`src/rtl/apb_slave_mem_pkg.sv`:
```
// Shared APB types, widths and the word-address decoder
// used by the memory-backed completer.
package apb_pkg;

    localparam int APB_ADDR_W = 32;
    localparam int APB_DATA_W = 32;
    localparam int CNT_W      = 4;

    typedef enum logic {
        IDLE,
        ACCESS
    } state_e;

    typedef struct packed {
        logic                  valid;
        logic [APB_ADDR_W-3:0] index;
    } dec_t;

    function automatic dec_t apb_decode(
        input logic [APB_ADDR_W-1:0] addr,
        input int unsigned           depth
    );
        dec_t d;
        d.index = addr[APB_ADDR_W-1:2];
        d.valid = (addr[1:0] == 2'b00) &&
                  (64'(addr) < (64'(depth) << 2));
        return d;
    endfunction

endpackage

```
`src/rtl/apb_slave_mem_if.sv`:
```
// APB bus bundle between the master driver and the
// memory completer.
interface apb_slave_mem_if;
    import apb_pkg::*;

    logic [APB_ADDR_W-1:0] paddr;
    logic                  pwrite;
    logic [APB_DATA_W-1:0] pwdata;
    logic                  psel;
    logic                  penable;
    logic [APB_DATA_W-1:0] prdata;
    logic                  pready;
    logic                  pslverr;

    modport master (
        output paddr, pwrite, pwdata, psel, penable,
        input  prdata, pready, pslverr
    );

    modport slave (
        input  paddr, pwrite, pwdata, psel, penable,
        output prdata, pready, pslverr
    );

endinterface

```
`src/rtl/apb_slave_mem_array.sv`:
```
// Word storage: synchronous write and clear,
// combinational read.
module apb_slave_mem_array
    import apb_pkg::*;
#(
    parameter int unsigned DEPTH = 16,
    parameter int          AW    = $clog2(DEPTH)
) (
    input  logic                  clk,
    input  logic                  rst,
    input  logic                  we,
    input  logic [AW-1:0]         waddr,
    input  logic [APB_DATA_W-1:0] wdata,
    input  logic [AW-1:0]         raddr,
    output logic [APB_DATA_W-1:0] rdata
);

    logic [APB_DATA_W-1:0] mem_q [DEPTH];
    logic [APB_DATA_W-1:0] mem_d [DEPTH];

    always_comb begin
        mem_d = mem_q;
        if (we) begin
            mem_d[waddr] = wdata;
        end
    end

    always_ff @(posedge clk) begin
        if (rst) begin
            mem_q <= '{default: '0};
        end else begin
            mem_q <= mem_d;
        end
    end

    assign rdata = mem_q[raddr];

endmodule

```
`src/rtl/apb_slave_mem.sv`:
```
// APB completer over a word memory with programmable
// wait states and an error response on bad addresses.
module apb_slave_mem
    import apb_pkg::*;
#(
    parameter int unsigned DEPTH       = 16,
    parameter int unsigned WAIT_CYCLES = 0
) (
    input  logic           pclk,
    input  logic           prst,
    apb_slave_mem_if.slave bus
);

    localparam int AW = $clog2(DEPTH);

    state_e                state_q, state_d;
    logic [CNT_W-1:0]      cnt_q, cnt_d;
    logic                  write_q, write_d;
    logic                  valid_q, valid_d;
    logic [AW-1:0]         idx_q, idx_d;
    logic [APB_DATA_W-1:0] prdata_q, prdata_d;

    dec_t                  dec;
    logic                  dec_ok;
    logic [AW-1:0]         dec_idx;
    logic                  mem_we;
    logic [APB_DATA_W-1:0] mem_rdata;
    logic                  pready;

    // Upper index bits must be zero for an in-range word.
    always_comb begin
        dec     = apb_decode(bus.paddr, DEPTH);
        dec_ok  = dec.valid && ((dec.index >> AW) == '0);
        dec_idx = dec.index[AW-1:0];
    end

    apb_slave_mem_array #(
        .DEPTH (DEPTH)
    ) u_array (
        .clk   (pclk),
        .rst   (prst),
        .we    (mem_we),
        .waddr (idx_q),
        .wdata (bus.pwdata),
        .raddr (dec_idx),
        .rdata (mem_rdata)
    );

    always_comb begin
        state_d  = state_q;
        cnt_d    = cnt_q;
        write_d  = write_q;
        valid_d  = valid_q;
        idx_d    = idx_q;
        prdata_d = prdata_q;
        mem_we   = 1'b0;
        unique case (state_q)
            IDLE: begin
                if (bus.psel && !bus.penable) begin
                    state_d = ACCESS;
                    cnt_d   = CNT_W'(WAIT_CYCLES);
                    write_d = bus.pwrite;
                    valid_d = dec_ok;
                    idx_d   = dec_idx;
                    if (!bus.pwrite) begin
                        prdata_d = dec_ok ? mem_rdata : '0;
                    end
                end
            end
            ACCESS: begin
                if (!bus.psel) begin
                    state_d = IDLE;
                    cnt_d   = '0;
                end else if (cnt_q != '0) begin
                    cnt_d = cnt_q - CNT_W'(1);
                end else begin
                    mem_we  = write_q && valid_q;
                    state_d = IDLE;
                end
            end
        endcase
    end

    always_ff @(posedge pclk) begin
        if (prst) begin
            state_q  <= IDLE;
            cnt_q    <= '0;
            write_q  <= 1'b0;
            valid_q  <= 1'b0;
            idx_q    <= '0;
            prdata_q <= '0;
        end else begin
            state_q  <= state_d;
            cnt_q    <= cnt_d;
            write_q  <= write_d;
            valid_q  <= valid_d;
            idx_q    <= idx_d;
            prdata_q <= prdata_d;
        end
    end

    assign pready      = (state_q == ACCESS) && (cnt_q == '0);
    assign bus.pready  = pready;
    assign bus.pslverr = pready && !valid_q;
    assign bus.prdata  = prdata_q;

endmodule

```
`src/flat_wrapper.sv`:
```
// flat-port wrapper written by rule: the top's interface ports become plain ports
module apb_slave_mem_flat import apb_pkg::*;
#(
    parameter int unsigned DEPTH       = 16,
    parameter int unsigned WAIT_CYCLES = 0
)
  (pclk, prst, bus_paddr, bus_pwrite, bus_pwdata, bus_psel, bus_penable, bus_prdata, bus_pready, bus_pslverr);
  apb_slave_mem_if bus_i ();
  input  logic pclk;
  input  logic prst;
  input wire logic [$bits(bus_i.paddr)-1:0] bus_paddr;
  input wire logic [$bits(bus_i.pwrite)-1:0] bus_pwrite;
  input wire logic [$bits(bus_i.pwdata)-1:0] bus_pwdata;
  input wire logic [$bits(bus_i.psel)-1:0] bus_psel;
  input wire logic [$bits(bus_i.penable)-1:0] bus_penable;
  output wire logic [$bits(bus_i.prdata)-1:0] bus_prdata;
  output wire logic [$bits(bus_i.pready)-1:0] bus_pready;
  output wire logic [$bits(bus_i.pslverr)-1:0] bus_pslverr;
  assign bus_i.paddr = bus_paddr;
  assign bus_i.pwrite = bus_pwrite;
  assign bus_i.pwdata = bus_pwdata;
  assign bus_i.psel = bus_psel;
  assign bus_i.penable = bus_penable;
  assign bus_prdata = bus_i.prdata;
  assign bus_pready = bus_i.pready;
  assign bus_pslverr = bus_i.pslverr;
  apb_slave_mem #(.DEPTH(DEPTH), .WAIT_CYCLES(WAIT_CYCLES)) u_core (.pclk(pclk), .prst(prst), .bus(bus_i));
endmodule
```
`config.mk`:
```
export PLATFORM = sky130hd
export DESIGN_NAME = apb_slave_mem_flat
export DESIGN_NICKNAME = d
export VERILOG_FILES = /design/src/rtl/apb_slave_mem_pkg.sv /design/src/rtl/apb_slave_mem_if.sv /design/src/rtl/apb_slave_mem_array.sv /design/src/rtl/apb_slave_mem.sv /design/src/flat_wrapper.sv
export SDC_FILE = /design/constraint.sdc
export NUM_CORES = 1
export LEC_CHECK = 0
export ABC_AREA = 1
export BUFFER_PORTS_ARGS = -buffer_cell sky130_fd_sc_hd__buf_2
export CORE_AREA = 2 2 225 227
export CTS_CLUSTER_SIZE = 10
export DETAILED_ROUTE_END_ITERATION = 8
export DIE_AREA = 0 0 227 229
export PLACE_DENSITY = 0.62
export SLEW_MARGIN = 20
export SYNTH_ARGS = -nofsm -noshare
export SYNTH_HDL_FRONTEND = slang
export SYNTH_SLANG_ARGS = --single-unit
```
`constraint.sdc`:
```
create_clock -name pclk -period 1.8 [get_ports pclk]
set_input_delay 0.36 -clock pclk [delete_from_list [all_inputs] [get_ports pclk]]
set_output_delay 0.36 -clock pclk [all_outputs]
set_load 0.03 [all_outputs]
```
Word-level counts from Yosys, hierarchy flattened --
Cells that the tools add are included.
Operators by class: magnitude comparators 4, equality and inequality tests 2, bitwise operators 4, add/sub/neg operators 1, muxes and demuxes 18, reductions and logical operators 16
Operators with widths (number):
- 512-bit bitwise mux | 1
- 32-bit binary-select mux with 4-bit select | 1
- 32-bit demux with 4-bit select | 1
- 32-bit two-way mux | 4
- 32-bit by 7-bit less-than comparator with 1-bit output (second input constant) | 1
- 30-bit logical NOT | 1
- 4-bit two-way mux | 3
- 5-bit greater-or-equal comparator (second input constant) | 2
- 4-bit inverter with 5-bit output | 2
- 4-bit one-hot mux with 2 select lines | 1
- 1-bit logical AND | 7
- 1-bit two-way mux | 6
- 5-bit by 1-bit less-than comparator with 1-bit output (second input constant) | 1
- 4-bit logical NOT | 1
- 2-bit AND reduction | 2
- 4-bit nonzero test | 1
- 4-bit by 1-bit subtractor with 4-bit output (second input constant) | 1
- 3-bit inequality test (second input constant) | 1
- 3-bit AND reduction | 1
- 1-bit logical NOT | 2
- 2-bit logical NOT | 1
- 2-bit by 1-bit inequality test with 1-bit output (second input constant) | 1
- 1-bit inverter | 2
- 1-bit one-hot mux with 2 select lines | 1
Word-level totals: output and inout bits 34, input port bits 69, logic and storage cells 67, register bits 555

Depth between registers and ports, before layout --
Gate-level depths: netlist of the first run.
depth after elaboration 6, mapped depth 10, mapped depth without buffers 9

Hierarchy --
Synthesis of the first run repeated with hierarchy kept, for this count alone.
Second synthesis, totals: cells, all modules 4102, area, all modules 26117.5 sq um
Modules (own cells, without submodules):
- apb_slave_mem_array | cells an instance 3795, area each 24156.9 sq um, times used 1, seq. area each 10249.8 sq um
- apb_slave_mem | cells an instance 307, area each 1960.6 sq um, times used 1, seq. area each 860.8 sq um

Least setup slack after synthesis of the first run --
Ideal clock, no wire load.
path kind register to output, start reg u_core.cnt_q[0], end out bus_pslverr, arrival time 1.347 ns, buffers on the path 0, slack 0.093 ns, required time 1.440 ns, stages on the path, launching flop included 5, cell sequence dfxtp_1 > inv_1 > ha_1 > nand3_1 > nor3_1
On the way: cells in the longest elaborated chain, start to end 3
Ends and longest elaborated chain:
- from (decl) | RTL line apb_slave_mem.sv:17 | logic [CNT_W-1:0] cnt_q, cnt_d;
- from (signal assigned) | RTL line apb_slave_mem.sv:94 | cnt_q <= cnt_d;
- 4-bit logical NOT | RTL line apb_slave_mem.sv:102 | assign pready = (state_q == ACCESS) && (cnt_q == '0);
- 1-bit logical AND | RTL line apb_slave_mem.sv:102
- 1-bit logical AND | RTL line apb_slave_mem.sv:104 | assign bus.pslverr = pready && !valid_q;
- to (decl) | RTL line flat_wrapper.sv:18 | output wire logic [$bits(bus_i.pslverr)-1:0] bus_pslverr;
No other way between the ends.

Worst setup path in the final report of the first run --
start reg u_core.cnt_q[1], end out bus_pslverr
Same word-level chain as after synthesis.

==> out/results.md, run 1 <==
* kind of critical path: reg2out
* critical path required time: 1440 ps
* power density cells: 919 mW/mm^2
* gpl congestion: 0.831
* EDFF count, synth: 0
* number of buffers created by CTS: 66
* die span in y: 229 um
* Overflow after GRT: 0
* post-route clock period utilization: 107%
* Nets: 3594
* TritonCTS clock tree: yes
* clock root cell: sky130_fd_sc_hd__clkbuf_16
* Setup Skew: 13.3 ps
* clock latency at the later pin of the worst-skew pair: 590 ps
* Rel. slew slack: 49.2%
* sequential cell area fraction in the yosys report: 45.4%
* Via Count: 23423
* maximum fanout along the worst path: 4
* crit path launch type: register
* overall routed net length: 79.6 mm
* input/output buffers: 102
* post-synthesis instance area: 0.0245 mm^2
* Area Growth Syn to Fin: 16.1%
* total count of hold-check failures in the final report: 0
* crit path time final: 1930 ps
* antenna violations before repair: 9
* drt first pass iters: 5
* post-placement setup slack: 13.6 ps
* origin of the critical flop-to-flop path: u_core.cnt_q[1]$_SDFFE_PP0P_
* DIE AREA: 0.0520 mm^2
* setup repair after global routing missed its margin: true
* IR drop worst, VDD: 872 uV
* critical path data arrival time: 1570 ps
* Ys Warns: 0
* Leakage Power: 0.0103 uW
* hold buffer count at cts: 0
* count of antenna-violating nets left after detailed routing: 0
* number of failing setup endpoints in the final timing report: 2
* hpwl dp: 46.8 mm
* drt drc: 0
* start point of the critical path: u_core.cnt_q[1]$_SDFFE_PP0P_
* setup_tns: -210 ps
* fmax: 519 MHz
* max-slew violation total from the final report: 0
* status: finished, violations left
* Syn Inst Count: 3542
* hold crit path type: in2reg
* unique cell type count in the Yosys netlist: 23
* top_reg_cell synth: sky130_fd_sc_hd__dfxtp_1
* first-pass GRT wire length: 120 mm
* post-layout utilization of the core: 57.2%
* Starting Density: 49.3%
* H-Tree Level Count: 3
* Post-Syn Nets: 3612
* slew at the pin closest to its max-slew limit: 762 ps
* Synth Register Bits: 555
* failing checks: setup timing
* vias per inst: 5.56
* worst hold start: prst
* x dimension of the die: 227 um
* routed wire length per instance: 18.9 um
* type of destination of the critical path: primary output
* Clock Sink Count: 555
* average instance area after synthesis: 6.91 um^2
* worst setup slack after layout: -129 ps
* Post-DP Area: 0.0262 mm^2
* number of buffers on the longest clock path: 3
* Async S/R FF share, synth: 0%
* vias in the first global route: 21432
* CORE AREA: 0.0497 mm^2
* Core Rows: 82
* MaxCap Viol Count: 0
* largest net degree at the start of global routing: 169
* iteration-0 DRC count of the detailed router: 2339
* post-route cell area: 0.0284 mm^2
* layout cell share with drive strength beyond 1: 9.61%
* boundary pin count: 103
* Total GRT Usage: 29.2%
* hold slack: 144 ps
* clock transition at the register clock pins on the worst setup and hold paths after CTS: 50 ps
-- power breakdown --
group / switching [uW] / total [uW] / internal (uW)
clock: 4870 / 12000 / 7080
combinational: 1300 / 1850 / 542
sequential: 15.2 / 12300 / 12300
-- cell usage after synthesis (4+ instances only) --
| library cell | instances | area, um^2 |
|---|---|---|
| sky130_fd_sc_hd__a21oi_1 | 586 | 2930 |
| sky130_fd_sc_hd__buf_1 | 17 | 63.8 |
| sky130_fd_sc_hd__buf_2 | 42 | 210 |
| sky130_fd_sc_hd__buf_4 | 8 | 60.1 |
| sky130_fd_sc_hd__clkbuf_1 | 237 | 890 |
| sky130_fd_sc_hd__dfxtp_1 | 555 | 11100 |
| sky130_fd_sc_hd__inv_1 | 459 | 1720 |
| sky130_fd_sc_hd__nand2_1 | 617 | 2320 |
| sky130_fd_sc_hd__nand2_2 | 13 | 81.3 |
| sky130_fd_sc_hd__nand3_1 | 484 | 2420 |
| sky130_fd_sc_hd__nor2_1 | 19 | 71.3 |
| sky130_fd_sc_hd__nor2_8 | 4 | 80.1 |
| sky130_fd_sc_hd__nor3_1 | 4 | 20.0 |
| sky130_fd_sc_hd__o21ai_0 | 377 | 1890 |
| sky130_fd_sc_hd__o21ai_1 | 109 | 546 |
-- logic make-up (layout without fill, tap and decap cells) --
kind of cell	after synthesis	in the layout	synth area share (%)
buffers and inverters	767	763	12.1
other	0	6	0
adders and majority gates	1	1	0.0511
and+or+nand+nor	1146	1146	20.5
AOI/OAI and AO/OA	1073	1073	21.9
DFF	555	555	45.4
-- through the flow --
stage | instances | total power, uW
2_1_floorplan | 3542 | 13700
4_1_cts | 4198 | 26300
3_5_place_dp | 4115 | 14400
6_report | 4216 | 26100
3_3_place_gp | 4115 | 14300
5_1_grt | 4216 | 27000
-- cell usage in the layout, fill, tap and decap left out, types with 2 or more instances in the layout --
cell,count
sky130_fd_sc_hd__a21oi_1,585
sky130_fd_sc_hd__buf_12,56
sky130_fd_sc_hd__buf_2,97
sky130_fd_sc_hd__buf_4,46
sky130_fd_sc_hd__buf_6,8
sky130_fd_sc_hd__buf_8,2
sky130_fd_sc_hd__clkbuf_1,6
sky130_fd_sc_hd__clkbuf_16,80
sky130_fd_sc_hd__clkbuf_8,3
sky130_fd_sc_hd__dfxtp_1,550
sky130_fd_sc_hd__dfxtp_2,5
sky130_fd_sc_hd__diode_2,6
sky130_fd_sc_hd__inv_1,454
sky130_fd_sc_hd__inv_2,6
sky130_fd_sc_hd__inv_6,2
sky130_fd_sc_hd__nand2_1,616
sky130_fd_sc_hd__nand2_2,6
sky130_fd_sc_hd__nand2_4,9
sky130_fd_sc_hd__nand3_1,482
sky130_fd_sc_hd__nand3_4,2
sky130_fd_sc_hd__nor2_1,15
sky130_fd_sc_hd__nor2_2,3
sky130_fd_sc_hd__nor2_4,4
sky130_fd_sc_hd__nor2_8,4
sky130_fd_sc_hd__nor3_1,3
sky130_fd_sc_hd__o21ai_0,296
sky130_fd_sc_hd__o21ai_1,189
-- path summary, 6_finish.rpt --
check / end / slack (ps) / cells past startpoint
max: bus_pslverr / -130 / 6
max reg2reg: u_core.u_array.mem_q[141]$_SDFFE_PP0P_ / 20 / 10
min: u_core.u_array.mem_q[253]$_SDFFE_PP0P_ / 140 / 4
min reg2reg: u_core.u_array.mem_q[346]$_SDFFE_PP0P_ / 440 / 2
-- registers in the layout (all words and copies together), names as in the netlist --
| register | cells |
|---|---|
| u_core.bus.prdata | 32 |
| u_core.cnt_q | 4 |
| u_core.idx_q | 4 |
| u_core.state_q | 1 |
| u_core.u_array.mem_q | 512 |
| u_core.valid_q | 1 |
| u_core.write_q | 1 |
-- metal layers --
metal  routed length (um)  global-route usage (%)  share of wire [%]  up-vias
li1                     -                       -                  -    11500
met1                34400                    39.6                 43    10924
met2                37000                    47.4                 47      862
met3                 5670                    3.98                7.1      137
met4                 2400                    10.8                3.0        0
met5                    0                       0                  0        -
-- critical path, cell delays in order (launching register included) --
cell                      delay, ps
sky130_fd_sc_hd__dfxtp_2        320
sky130_fd_sc_hd__inv_2           60
sky130_fd_sc_hd__ha_4           130
sky130_fd_sc_hd__buf_6          100
sky130_fd_sc_hd__nand3_4         90
sky130_fd_sc_hd__nor3_2         110
sky130_fd_sc_hd__buf_4          180
-- what timing repair did --
action / in CTS / in global routing
hold endpoints to repair: 0 / 0
setup buffers: 1 / 3
setup endpoints to repair: 2 / 364
pin swaps: 2 / 3
gates cloned: 0 / 9
gates resized for setup: 12 / 107
-- cell type report --
class,instances,area [um^2]
Clock buffer,80,1840
Timing Repair Buffer,218,2300
Multi-Input combinational cell,2220,10500
Sequential cell,555,11100
Clock inverter,2,13.8
Antenna cell,6,15.0
Tap cell,672,841
Inverter,463,1760
Fill cell,4713,21200
No activity file was read; power rests on OpenSTA's default activity.
==> run 2: changes to the inputs <==
--- a/config.mk
+++ b/config.mk
@@ -6,11 +6,11 @@
 export NUM_CORES = 1
 export LEC_CHECK = 0
 export ABC_AREA = 1
-export BUFFER_PORTS_ARGS = -buffer_cell sky130_fd_sc_hd__buf_2
-export CORE_AREA = 2 2 225 227
+export BUFFER_PORTS_ARGS = -buffer_cell sky130_fd_sc_hd__clkbuf_2
+export CORE_AREA = 2 2 184 277
 export CTS_CLUSTER_SIZE = 10
 export DETAILED_ROUTE_END_ITERATION = 8
-export DIE_AREA = 0 0 227 229
+export DIE_AREA = 0 0 186 279
 export PLACE_DENSITY = 0.62
 export SLEW_MARGIN = 20
 export SYNTH_ARGS = -nofsm -noshare
==> run 2 against run 1 <==
Hold slack worse by 63 ps. Sequential power about the same. Largest cell class is now multi-input combinational cells. Sequential share of layout area down 6.0 points. Flip-flop and latch count unchanged. Design area up 18%. The run still ends with setup timing left. First-iteration DRC count up 26%. Register-to-register slack worse by 410 ps.
==> out/results.md, run 2 (synthesis gave the netlist of run 1 again) <==
* status: finished, violations left
* failing checks: setup timing
* layout cell share with drive strength beyond 1: 26.5%
* maximum fanout along the worst path: 8
* drt drc: 0
* Leakage Power: 0.0119 uW
* Clock Sink Count: 555
* post-layout utilization of the core: 67.8%
* number of buffers created by CTS: 61
* critical path required time: 2320 ps
* count of antenna-violating nets left after detailed routing: 0
* CORE AREA: 0.0494 mm^2
* worst reg-to-reg setup slack: -390 ps
* worst hold start: prst
* x dimension of the die: 186 um
* hold slack: 80.7 ps
* register ranked first by flip-flop count: u_core.u_array.mem_q
* type of destination of the critical path: register
* input/output buffers: 102
* Core Rows: 100
* MaxCap Viol Count: 0
* crit path cell chain: inv_2, ha_4, buf_6, nand2_4, nor2_4, nand2_8, buf_12, nor2_8, buf_6, nand2_8, clkbuf_16, o21ai_4, a21oi_2
* worst reg2reg endpoint: u_core.u_array.mem_q[273]$_SDFFE_PP0P_
* clock latency at the later pin of the worst-skew pair: 640 ps
* IR drop worst, VDD: 704 uV
* hold crit path type: in2reg
* Rel. slew slack: 27.3%
* most common library cell in the layout ignoring fill and taps: sky130_fd_sc_hd__nand2_1
* Critical Path Slowest Stage Cell: sky130_fd_sc_hd__dfxtp_2
* boundary pin count: 103
* H-Tree Level Count: 2
* hpwl dp: 49.1 mm
* Largest register FFs: 512
* Post-DP Area: 0.0264 mm^2
* Overflow after GRT: 0
* Worst Hold Path Cells: 4
* fmax: 457 MHz
* slew at the pin closest to its max-slew limit: 1090 ps
* crit path launch type: register
* crit path time final: 2190 ps
* overall routed net length: 108 mm
* setup repair after global routing missed its margin: true
* highest-count cells in the layout ignoring fill and taps: sky130_fd_sc_hd__nand2_1 (569), sky130_fd_sc_hd__dfxtp_1 (553), sky130_fd_sc_hd__nand3_1 (456), sky130_fd_sc_hd__inv_1 (454), sky130_fd_sc_hd__a21oi_1 (409)
* Nets: 3723
* Worst path max stage delay: 320 ps
* origin of the critical flop-to-flop path: u_core.cnt_q[0]$_SDFFE_PP0P_
* setup_tns: -129440 ps
* post-route cell area: 0.0335 mm^2
* worst setup slack after layout: -390 ps
* gpl congestion: 0.822
* largest net degree at the start of global routing: 139
* Area Growth Syn to Fin: 36.9%
* number of buffers and inverters on the critical path: 5
* Starting Density: 49.6%
* Total GRT Usage: 35.6%
* DIE AREA: 0.0519 mm^2
* drt first pass iters: 6
* clock transition at the register clock pins on the worst setup and hold paths after CTS: 60 ps
* iteration-0 DRC count of the detailed router: 2938
* kind of critical path: reg2reg
* total count of hold-check failures in the final report: 0
* power density cells: 764 mW/mm^2
* routed wire length per instance: 25.0 um
* die span in y: 279 um
* CP delay by family, top: buffers and inverters
* number of buffers on the longest clock path: 3
* critical path data arrival time: 2710 ps
* length in cells of the worst reg-to-reg path: 13
* layout filler cell count: 3949
* Setup Skew: 24.7 ps
* antenna violations before repair: 5
* number of failing setup endpoints in the final timing report: 514
* vias per inst: 6.16
* hold path endpoint: u_core.u_array.mem_q[284]$_SDFFE_PP0P_
* hold buffer count at cts: 0
* post-route clock period utilization: 122%
* Via Count: 26647
* clock root cell: sky130_fd_sc_hd__clkbuf_16
* Critical Path Stages: 13
* max-slew violation total from the final report: 0
* vias in the first global route: 23878
* TritonCTS clock tree: yes
* first-pass GRT wire length: 141 mm
-- run 2: worst max path at each step --
stage                                       from  slack, ps                                     end
floorplan           u_core.cnt_q[0]$_SDFFE_PP0P_         90                             bus_pslverr
global placement    u_core.cnt_q[0]$_SDFFE_PP0P_        -40  u_core.u_array.mem_q[227]$_SDFFE_PP0P_
detailed placement  u_core.cnt_q[0]$_SDFFE_PP0P_        -70  u_core.u_array.mem_q[214]$_SDFFE_PP0P_
CTS                 u_core.cnt_q[1]$_SDFFE_PP0P_       -300                             bus_pslverr
global route        u_core.cnt_q[0]$_SDFFE_PP0P_       -420  u_core.u_array.mem_q[266]$_SDFFE_PP0P_
finish              u_core.cnt_q[0]$_SDFFE_PP0P_       -390  u_core.u_array.mem_q[273]$_SDFFE_PP0P_
-- run 2: metrics by stage --
stage | cells | worst slack, ps | total power [uW]
after floorplan | 3542 | 93.2 | 13700
after global placement | 4137 | -40.9 | 14400
after detailed placement | 4137 | -67.8 | 14500
after CTS | 4278 | -302 | 25200
after global routing | 4323 | -424 | 26200
final | 4323 | -390 | 25600
-- run 2: power by group --
part / leakage (uW) / switching (uW) / total, uW / internal (uW)
logic: 0.00664 / 1680 / 2400 / 720
registers: 0.00447 / 14.9 / 12300 / 12300
clock network: 0.000777 / 4890 / 10900 / 6010
total: 0.0119 / 6580 / 25600 / 19000
-- run 2: layout make-up --
type                       instances  area, um^2  share of cell area (%)
inverter                         463        1750                    5.22
multi-input combinational       2222       13200                    39.5
clock inverter                     2        21.3                  0.0635
timing repair buffer             350        5010                    14.9
clock buffer                      64        1560                    4.65
sequential                       555       11100                    33.2
antenna                            4        10.0                  0.0299
tap                              663         830                    2.48
-- run 2: layer usage --
layer	routed length (um)	vias to the layer above	track usage (%)
met5	13	-	0
met1	37400	12565	42.7
li1	-	11825	-
met2	49300	1661	59.7
met4	10600	2	21.9
met3	10800	594	5.20
-- run 2: tightest hold or removal path, delay by kind of cell --
family | cells | cell delay, ps
AOI/OAI and AO/OA | 2 | 90
buffers and inverters | 2 | 220
-- run 2: repair_timing --
item	in CTS	in global routing
endpoints found under the setup margin	394	515
gates cloned	42	43
pin swaps	56	94
gates resized for setup	319	715
setup buffers	34	5
